## config.mk

```make
export PLATFORM = sky130hd
export DESIGN_NAME = program_loader
export DESIGN_NICKNAME = d
export VERILOG_FILES = /design/src/rtl/program_loader.sv
export SDC_FILE = /design/constraint.sdc
export NUM_CORES = 1
export LEC_CHECK = 0
export ABC_AREA = 1
export CAP_MARGIN = 20
export CORE_MARGIN = 2
export CORE_UTILIZATION = 55
export DETAILED_ROUTE_END_ITERATION = 10
export PLACE_DENSITY = 0.85
export SYNTH_ARGS = -nofsm -noshare
export SYNTH_HDL_FRONTEND = slang
export SYNTH_SLANG_ARGS = --single-unit
```

## constraint.sdc

```tcl
create_clock -name clk -period 5.1 [get_ports clk]
set_input_delay 0.51 -clock clk [delete_from_list [all_inputs] [get_ports clk]]
set_output_delay 0.51 -clock clk [all_outputs]
set_load 0.005 [all_outputs]
```

## src/rtl/program_loader.sv

```systemverilog
// Byte-stream program loader: parses A5-framed halfword images, writes them into
// CPU program memory and validates an XOR checksum, holding the CPU off meanwhile.
module program_loader #(
    parameter logic [31:0] START_INDEX = 32'd0,
    parameter int unsigned MAX_WORDS   = 1024
) (
    input  logic        clk,
    input  logic        rst,
    input  logic [7:0]  in_data,
    input  logic        in_valid,
    output logic        in_ready,
    output logic        download_program,
    output logic [31:0] instruction_index,
    output logic [15:0] program_in,
    output logic        cpu_hold,
    output logic        done,
    output logic        error
);

    typedef enum logic [2:0] {
        IDLE, LEN_LO, LEN_HI, DATA_LO, DATA_HI, CHECK, DONE
    } state_t;

    localparam logic [16:0] MAX_N = 17'(MAX_WORDS);

    state_t      r_state;
    state_t      w_next;
    logic [7:0]  r_len_lo;
    logic [7:0]  r_low;
    logic [7:0]  r_csum;
    logic [15:0] r_len;
    logic [15:0] r_k;
    logic        r_dl;
    logic        r_err;
    logic [15:0] r_pin;
    logic [31:0] r_idx;

    logic        w_xfer;
    logic [15:0] w_len;
    logic        w_oversize;
    logic        w_last;

    assign w_xfer     = in_valid && in_ready;
    assign w_len      = {in_data, r_len_lo};
    assign w_oversize = {1'b0, w_len} > MAX_N;
    assign w_last     = (r_k + 16'd1) == r_len;

    always_ff @(posedge clk) begin
        if (rst) r_state <= IDLE;
        else     r_state <= w_next;
    end

    always_comb begin
        w_next = r_state;
        case (r_state)
            IDLE:    if (w_xfer && in_data == 8'hA5) w_next = LEN_LO;
            LEN_LO:  if (w_xfer) w_next = LEN_HI;
            LEN_HI: begin
                if (w_xfer) begin
                    if (w_len == 16'd0)  w_next = CHECK;
                    else if (w_oversize) w_next = IDLE;
                    else                 w_next = DATA_LO;
                end
            end
            DATA_LO: if (w_xfer) w_next = DATA_HI;
            DATA_HI: if (w_xfer) w_next = w_last ? CHECK : DATA_LO;
            CHECK:   if (w_xfer) w_next = (in_data == r_csum) ? DONE : IDLE;
            DONE:    w_next = IDLE;
            default: w_next = IDLE;
        endcase
    end

    // in_ready is gated by rst so it reads low throughout reset
    always_comb begin
        in_ready = !rst && (r_state != DONE);
        done     = (r_state == DONE);
        cpu_hold = (r_state != IDLE);
    end

    always_ff @(posedge clk) begin
        if (rst) begin
            r_len_lo <= 8'd0;
            r_low    <= 8'd0;
            r_csum   <= 8'd0;
            r_len    <= 16'd0;
            r_k      <= 16'd0;
            r_dl     <= 1'b0;
            r_err    <= 1'b0;
            r_pin    <= 16'd0;
            r_idx    <= START_INDEX;
        end else if (w_xfer) begin
            case (r_state)
                IDLE: begin
                    if (in_data == 8'hA5) begin
                        r_err  <= 1'b0;
                        r_csum <= 8'd0;
                        r_k    <= 16'd0;
                    end
                end
                LEN_LO: begin
                    r_len_lo <= in_data;
                    r_csum   <= r_csum ^ in_data;
                end
                LEN_HI: begin
                    r_len  <= w_len;
                    r_csum <= r_csum ^ in_data;
                    if (w_oversize) r_err <= 1'b1;
                end
                DATA_LO: begin
                    r_low  <= in_data;
                    r_csum <= r_csum ^ in_data;
                end
                // write strobe stays high across the frame; pairs are held between halfwords
                DATA_HI: begin
                    r_pin  <= {in_data, r_low};
                    r_idx  <= START_INDEX + 32'(r_k);
                    r_k    <= r_k + 16'd1;
                    r_dl   <= 1'b1;
                    r_csum <= r_csum ^ in_data;
                end
                CHECK: begin
                    r_dl <= 1'b0;
                    if (in_data != r_csum) r_err <= 1'b1;
                end
                default: ;
            endcase
        end
    end

    assign download_program  = r_dl;
    assign error             = r_err;
    assign program_in        = r_pin;
    assign instruction_index = r_idx;

endmodule

```

======== Word level (Yosys, flattened, before mapping) ========
Index checks and enable logic that the tools add are counted.
W data, S select, Z words.
cells by class
  add/subtract/negate cells ............... 1
  $lt $le $gt $ge ......................... 1
  equality and inequality tests ........... 20
  muxes and demuxes ....................... 20
  bitwise logic cells ..................... 1
  reduce and logical (&&, ||, !) cells .... 21
operator list
  cell                     number
  $pmux W16 S2             1
  $mux W3                  9
  $ne A2 B2 Y1 const B     9
  $pmux W3 S6              1
  $add A16 B1 Y16 const B  1
  $eq A16 B16 Y1           1
  $gt A16 B11 Y1 const B   1
  $logic_not A16 Y1        1
  $mux W16                 1
  $pmux W8 S2              1
  $reduce_and A2 Y1        5
  $eq A3 B3 Y1 const B     3
  $eq A8 B8 Y1             1
  $eq A8 B8 Y1 const B     1
  $mux W8                  1
  $ne A8 B8 Y1             1
  $xor A8 B8 Y8            1
  $eq A3 B2 Y1 const B     2
  $reduce_and A3 Y1        2
  $reduce_and A6 Y1        1
  $reduce_bool A2 Y1       3
  $reduce_bool A3 Y1       2
  $reduce_and A5 Y1        1
  $reduce_or A4 Y1         1
  other kinds (9)          13
word-level totals
  flip-flop bits (word level) ............. 93
  output and inout port bits .............. 53
  word-level logic and storage cells ...... 74

======== Depth between registers and ports, before layout ========
Gate-level depths: netlist of the first run.
  word-level depth ........................ 6
  depth in mapped cells ................... 16
  mapped depth without buffers ............ 16

======== Worst setup path before layout of the first run ========
OpenSTA, ideal clock, no wires.
  path type ............................... reg2reg
  start point ............................. reg r_k[0]
  end point ............................... reg r_state[1]
  setup time .............................. 0.132 ns
  data arrival time ....................... 1.627 ns
  required time ........................... 4.968 ns
  setup slack ............................. 3.341 ns
  cell stages (with the launch flop) ...... 15
  cells stage by stage .................... dfxtp_1 -> ha_1 -> nand2_1 -> nor2_4 -> nand3_1 -> nand3_1 -> nand2_1 -> nor2_1 -> nand2_1 -> nor2_1 -> nand3_1 -> nand2_1 -> nand2_1 -> nand2_1 -> a21oi_1
between the ends
  word-level cells in the longest chain between the ends .. 5
RTL lines
  what                    RTL line  text
  start, declared         32        logic [15:0] r_k;
  start signal, assigned  117       r_k <= r_k + 16'd1;
  $add A16 B1 Y16         46        assign w_last = (r_k + 16'd1) == r_len;
  $eq A16 B16 Y1          46
  $mux W3 (2 in a row)    66        DATA_HI: if (w_xfer) w_next = w_last ? CHECK : DATA_LO;
  $pmux W3 S6             55        case (r_state)
  end signal, assigned    50        else r_state <= w_next;
  end, declared           26        state_t r_state;
No other way between the ends. The select of a mux whose other input is x is not followed.
A chain may end at the register's enable or synchronous reset.

======== Worst setup path after layout of the first run ========
  start point ............................. reg r_state[2]
  end point ............................... reg r_k[0]
between the ends
  word-level cells in the longest chain between the ends .. 4
  elaborated cells between the ends (all ways) .. 9
  classes of those cells .................. 3 x eq/ne; 1 x mux; 5 x reduce/logical
RTL lines
  what                         RTL line  text
  $ne A3 B3 Y1                 75        in_ready = !rst && (r_state != DONE);
  $logic_and A1 B1 Y1          75
  $logic_and A1 B1 Y1          43        assign w_xfer = in_valid && in_ready;
  $reduce_and A3 Y1 (no line)  n/a
Parallel ways exist; a longest one is shown, timed or not.

==> out/summary.txt, run 1 <==
status -> finished clean
Clock Sinks -> 93
YS warnings -> 0
Worst Hold Class -> reg2reg
gr usage total -> 25.2%
Via density -> 5.47
sum of buffers and inverters on the critical path -> 4
Final Hold Violating Endpoints -> 0
CP Cell Sequence -> clkinv_2 > nor2_1 > inv_1 > nor2_4 > buf_4 > inv_1 > nor2_1 > a21oi_1 > nor2_1
nets -> 670
via count -> 4192
postcts setup bufs -> 0
vias in the first global route -> 3837
CTS clk-pin slew, worst paths -> 90 ps
Resize count post-CTS -> 0
CP Data Required Time -> 5400 ps
hold_buf cts -> 0
CTS H-tree depth -> 3
Pwr Density -> 234 mW/mm^2
Cell Area, Synth -> 0.00459 sq mm
initial core utilization -> 56.4%
row count -> 33
Setup crit end kind -> flop
largest net degree at the start of global routing -> 94
clock tree buffer depth -> 2
worst reg2reg endpoint -> r_k[0]
I/O pin count -> 64
layout cells sized above 1 -> 7.56%
drt pass-1 iters -> 5
Max Freq -> 356 MHz
Post-synth EDFFs -> 0
Die Span Y -> 95.3 um
synth unique cells -> 36
total power draw -> 0.00121 W
Die Span X -> 95.3 um
unrepaired setup endpoints after global routing -> false
CP delay by family, top -> buffers and inverters
Post-DRT Antenna Nets -> 0
GPL Wtd Cong -> 0.960
fin. max-slew vios -> 0
count leader, synth -> nand2_1
grt total ovfl -> 0
depth of the most critical reg-to-reg path -> 9
syn avg cell area -> 7.29 sq um
Slowest Stage Delay on Critical Path -> 610 ps
flop2flop setup slack -> 2290 ps
first-pass GRT wire length -> 17.9 mm
die footprint -> 0.00908 sq mm
crit path time final -> 2810 ps
Skew-Pair Late Insertion Delay -> 360 ps
CTS tree -> done
Setup TNS Final -> 0 ps
number of antenna violations at the first check in global routing -> 0
post-synthesis sequential area ratio -> 40.6%
footprint of the multi-input gates -> 0.00227 sq mm
end of the critical path -> r_k[0]
Wirelength per Cell -> 14.4 um
worst r2r src -> r_state[2]
drt drc -> 0
synth-to-layout area growth -> 12.3%
Post-Syn Instances -> 629
max-cap violation count -> 0
CP max-delay cell -> dfxtp_1
Data arrival, critical path -> 3110 ps
HPWL Detailed -> 7.66 mm
crit path max fanout -> 42
CTS Root Cell -> clkbuf_8
Worst setup SP type -> flop
TritonCTS buffer count -> 9
cell repeated most along the worst path -> nor2_1
Worst setup startpoint -> r_state[2]
top cells by count, synth -> nand2_1, dfxtp_1, nor2_1
Post-Route WL -> 11.0 mm
# setup viols final -> 0
share of the synthesized area in the top cell type -> 40.6%
synthesized flop and latch total -> 93
worst slew pin tran -> 1000 ps
largest area contributor in the netlist -> dfxtp_1
core region area -> 0.00813 sq mm
ranking of synthesized cells by area -> dfxtp_1, nand2_1, a211oi_1
Synth async-reset ratio -> 0%
Leakage Power -> 1.86 nW
fin crit share -> 55.1%
Max Clock Skew -> 13.7 ps
# fillers -> 720
Post-synth top flop -> dfxtp_1
worst vdd ir -> 0.000160 V
diode count -> 0
slew margin rel. -> 33.1%
Port Buffers -> 47
Setup CP Type -> reg2reg
Worst path depth -> 9
Sequential Area -> 0.00186 sq mm
DRT iter0 DRCs -> 266
[worst min-delay path, cell delays in order, from the launching register on]
cell and delay, ps:
dfxtp_1 320, nand2_1 60, a21oi_1 50
[area by class of cell]
class	count	area share, %
clock buffers	9	2.41
multi-input cells	443	44.1
repair buffers	49	9.33
clock inverters	5	0.778
inverters	62	4.64
flip-flops and latches	93	36.2
well taps	105	2.55
[registers in the layout, indices dropped and copies added, names as in the netlist]
signal	cells
download_program	1
r_len	16
program_in	16
r_k	16
r_low	8
r_csum	8
instruction_index	16
r_state	3
error	1
r_len_lo	8
[cell families (layout without fill, tap and decap cells)]
family	after synthesis	after routing	share of synthesized area (%)
flops	93	93	40.6
buf+inv	108	125	11.1
xor+xnor	9	9	1.72
simple gates	309	309	30.0
compound gates	108	108	16.2
other cells	1	16	0.0818
fa+ha+maj	1	1	0.273
[stage by stage]
stage               instances  hold WS [ps]  utilization (%)  setup slack (ps)  instance area (sq um)
floorplan                 644           439                -              3340                   4640
global route              766           484             63.3              2030                   5150
global placement          752           446             61.3              2460                   4980
finish                    766           468             63.3              2290                   5150
detailed placement        752           459             61.3              2390                   4980
CTS                       766           473             63.3              2380                   5150
[worst min-delay path by stage]
| stage | from | end | slack, ps | cells after the start |
|---|---|---|---|---|
| 3_3_place_gp | error | error | 450 | 2 |
| 2_1_floorplan | error | error | 440 | 2 |
| 4_1_cts | instruction_index[1] | instruction_index[1] | 470 | 2 |
| 6_report | instruction_index[1] | instruction_index[1] | 470 | 2 |
| 3_5_place_dp | instruction_index[1] | instruction_index[1] | 460 | 2 |
| 5_1_grt | program_in[14] | program_in[14] | 480 | 2 |
[power by group]
group	switching, W	total (W)	leakage, nW	internal [W]
sequential	0.000000202	0.000726	0.749	0.000726
clock	0.000262	0.000436	0.0734	0.000173
combinational	0.0000334	0.0000455	1.04	0.0000121
total	0.000296	0.00121	1.86	0.000911
[routing by layer]
layer	vias up	routed length (um)	GRT usage [%]
met3	23	620	4.03
met1	1911	4880	32.2
met4	0	295	12.7
li1	2113	-	-
met5	-	0	0
met2	145	5220	41.1
[cells in the final DEF, fill, tap and decap left out, types with 2 or more instances in the layout]
cell type          n
inv_2              2
clkinvlp_4         3
a31oi_1            7
nor2_2             5
nor2_1            79
nand2_2            4
nand4_1           15
buf_4              2
conb_1            16
nor3_1             3
a211oi_2           4
o21ai_2            2
dfxtp_1           93
a21oi_1           40
inv_1             57
o21ai_4            2
a211oi_1          49
clkbuf_8           9
xor2_1             8
nand3_1           46
inv_4              2
nand2_1          139
nor2_4             6
clkinv_4           2
clkdlybuf4s50_1   46
nand3b_1           8
(Power assumes the default switching activity.)
==> run 2: changes to the inputs <==
==> constraint.sdc (replaced) <==
create_clock -name clk -period 2.9 [get_ports clk]
set_input_delay 0.29 -clock clk [delete_from_list [all_inputs] [get_ports clk]]
set_output_delay 0.29 -clock clk [all_outputs]
set_load 0.005 [all_outputs]
==> run 2 against run 1 <==
Critical path depth increased by 5. Global-route usage is 0.41 points higher. Critical path type unchanged. Routed wire length rose by 0.66%. Worst setup slack got worse by 1700 ps. Cell count rose by 0.65%. Via count about the same. Clock power grew 83%. Sequential share of layout area is 0.24 points lower. Largest power group unchanged. Sequential cell count stayed put. Clock-buffer cell count did not move. Worst hold slack worse by 2.0 ps.
==> out/summary.txt, run 2 (same netlist as run 1, synthesis figures left out) <==
I/O pin count -> 64 (unchanged)
Worst setup SP type -> flop
nets -> 673 (+0.45%)
postcts setup bufs -> 0 (unchanged)
total power draw -> 0.00216 W (+79%)
fin crit share -> 78.6% (+23 points)
Max Clock Skew -> 9.24 ps (-4.44 ps)
Die Span X -> 95.3 um (unchanged)
core region area -> 0.00813 sq mm (unchanged)
synth-to-layout area growth -> 13.0%
unrepaired setup endpoints after global routing -> false
Clock Sinks -> 93 (unchanged)
first-pass GRT wire length -> 17.9 mm (+0.39%)
worst vdd ir -> 0.000222 V (+39%)
CTS clk-pin slew, worst paths -> 90 ps (about the same)
GPL Wtd Cong -> 0.930 (-3.2%)
CTS tree -> done
row count -> 33 (unchanged)
Resize count post-CTS -> 0 (unchanged)
drt drc -> 0 (unchanged)
grt total ovfl -> 0 (unchanged)
diode count -> 0 (unchanged)
hold_ws -> 466 ps (-1.99 ps)
CTS Root Cell -> clkbuf_8
HPWL Detailed -> 7.80 mm (+1.8%)
# setup viols final -> 0 (unchanged)
hold_buf cts -> 0 (unchanged)
CTS H-tree depth -> 3 (unchanged)
via count -> 4196 (+0.095%)
Max Freq -> 439 MHz (+23%)
Pwr Density -> 416 mW/mm^2 (+77%)
crit path time final -> 2280 ps (-532 ps)
vias in the first global route -> 3829 (-0.21%)
footprint of the multi-input gates -> 0.00227 sq mm (unchanged)
Sequential Area -> 0.00186 sq mm (unchanged)
crit path max fanout -> 6 (-86%)
status -> finished clean
clock tree buffer depth -> 2 (unchanged)
TritonCTS buffer count -> 9 (unchanged)
CP Data Required Time -> 3150 ps (-2250 ps)
Setup TNS Final -> 0 ps (unchanged)
max-cap violation count -> 0 (unchanged)
Data arrival, critical path -> 2530 ps (-580 ps)
commonest cells after routing, fill and taps aside -> nand2_1, dfxtp_1, nor2_1
Worst Hold Class -> reg2reg
Final Hold Violating Endpoints -> 0 (unchanged)
Setup crit end kind -> flop
die footprint -> 0.00908 sq mm (unchanged)
Cell Count, Final, Fillers Out -> 771 (+0.65%)
Leakage Power -> 1.89 nW (+1.6%)
layout cells sized above 1 -> 8.26% (+0.69 points)
DRT iter0 DRCs -> 253 (-4.9%)
Post-Route WL -> 11.1 mm (+0.66%)
Post-DRT Antenna Nets -> 0 (unchanged)
gr usage total -> 25.6% (+0.41 points)
Port Buffers -> 47 (unchanged)
Skew-Pair Late Insertion Delay -> 380 ps (+20 ps)
largest net degree at the start of global routing -> 57 (-39%)
commonest non-fill, non-tap cell in the layout -> nand2_1
Via density -> 5.44 (-0.55%)
fin. max-slew vios -> 0 (unchanged)
number of antenna violations at the first check in global routing -> 0 (unchanged)
Setup CP Type -> reg2reg
Wirelength per Cell -> 14.4 um (about the same)
initial core utilization -> 56.4% (unchanged)
drt pass-1 iters -> 5 (unchanged)
cell count after placement -> 755 (+0.40%)
Die Span Y -> 95.3 um (unchanged)
worst slew pin tran -> 631 ps (-371 ps)
# fillers -> 724 (+0.56%)
slew margin rel. -> 57.9% (+25 points)
## run 2: per-stage QoR
step	area [sq um]	util [%]	setup WS, ps
3_5_place_dp	5010	61.5	605
4_1_cts	5180	63.7	666
5_1_grt	5180	63.7	403
2_1_floorplan	4640	-	1140
3_3_place_gp	5010	61.5	634
6_report	5180	63.7	620
## run 2: area by class of cell
type | instances | share of cell area (%)
Clock buffer | 9 | 2.39
Clock inverter | 7 | 1.01
Inverter | 62 | 4.61
Multi-Input combinational cell | 443 | 43.8
Sequential cell | 93 | 35.9
Timing Repair Buffer | 52 | 9.71
Tap cell | 105 | 2.54
## run 2: worst paths after layout
path	cells after the start	endpoint	slack, ps	startpoint
hold / removal	2	r_low[4]	470	r_low[4]
setup reg to reg	14	r_state[1]	620	r_k[0]
setup / recovery	14	r_state[1]	620	r_k[0]
hold reg to reg	2	r_low[4]	470	r_low[4]
## run 2: layer usage
metal  wire (um)  vias up  part of all wire (%)  global-route usage (%)
met4         313        0                   2.8                    11.7
met3         644       34                   5.8                    5.45
met2        5260      133                    47                    42.3
li1            -     2117                     -                       -
met5           0        -                     0                       0
met1        4870     1912                    44                    31.8
## run 2: where the power goes
part	internal, W	leakage (nW)	switching (W)
clock network	0.000314	0.0891	0.000484
registers	0.00128	0.749	0.000000370
logic	0.0000221	1.05	0.0000582
total	0.00161	1.89	0.000543
## run 2: worst max-delay path, stage by stage (launching register included)
cell and delay (ps):
dfxtp_1 510, ha_1 250, nand3_1 120, nor2_1 280, nand3_1 120, nand2_1 120, nand2_1 60, nand2_1 80
nand3_1 110, nor2_2 160, nand3_1 90, nand2_1 80, nand2_1 60, nand2_1 60, a21oi_1 60
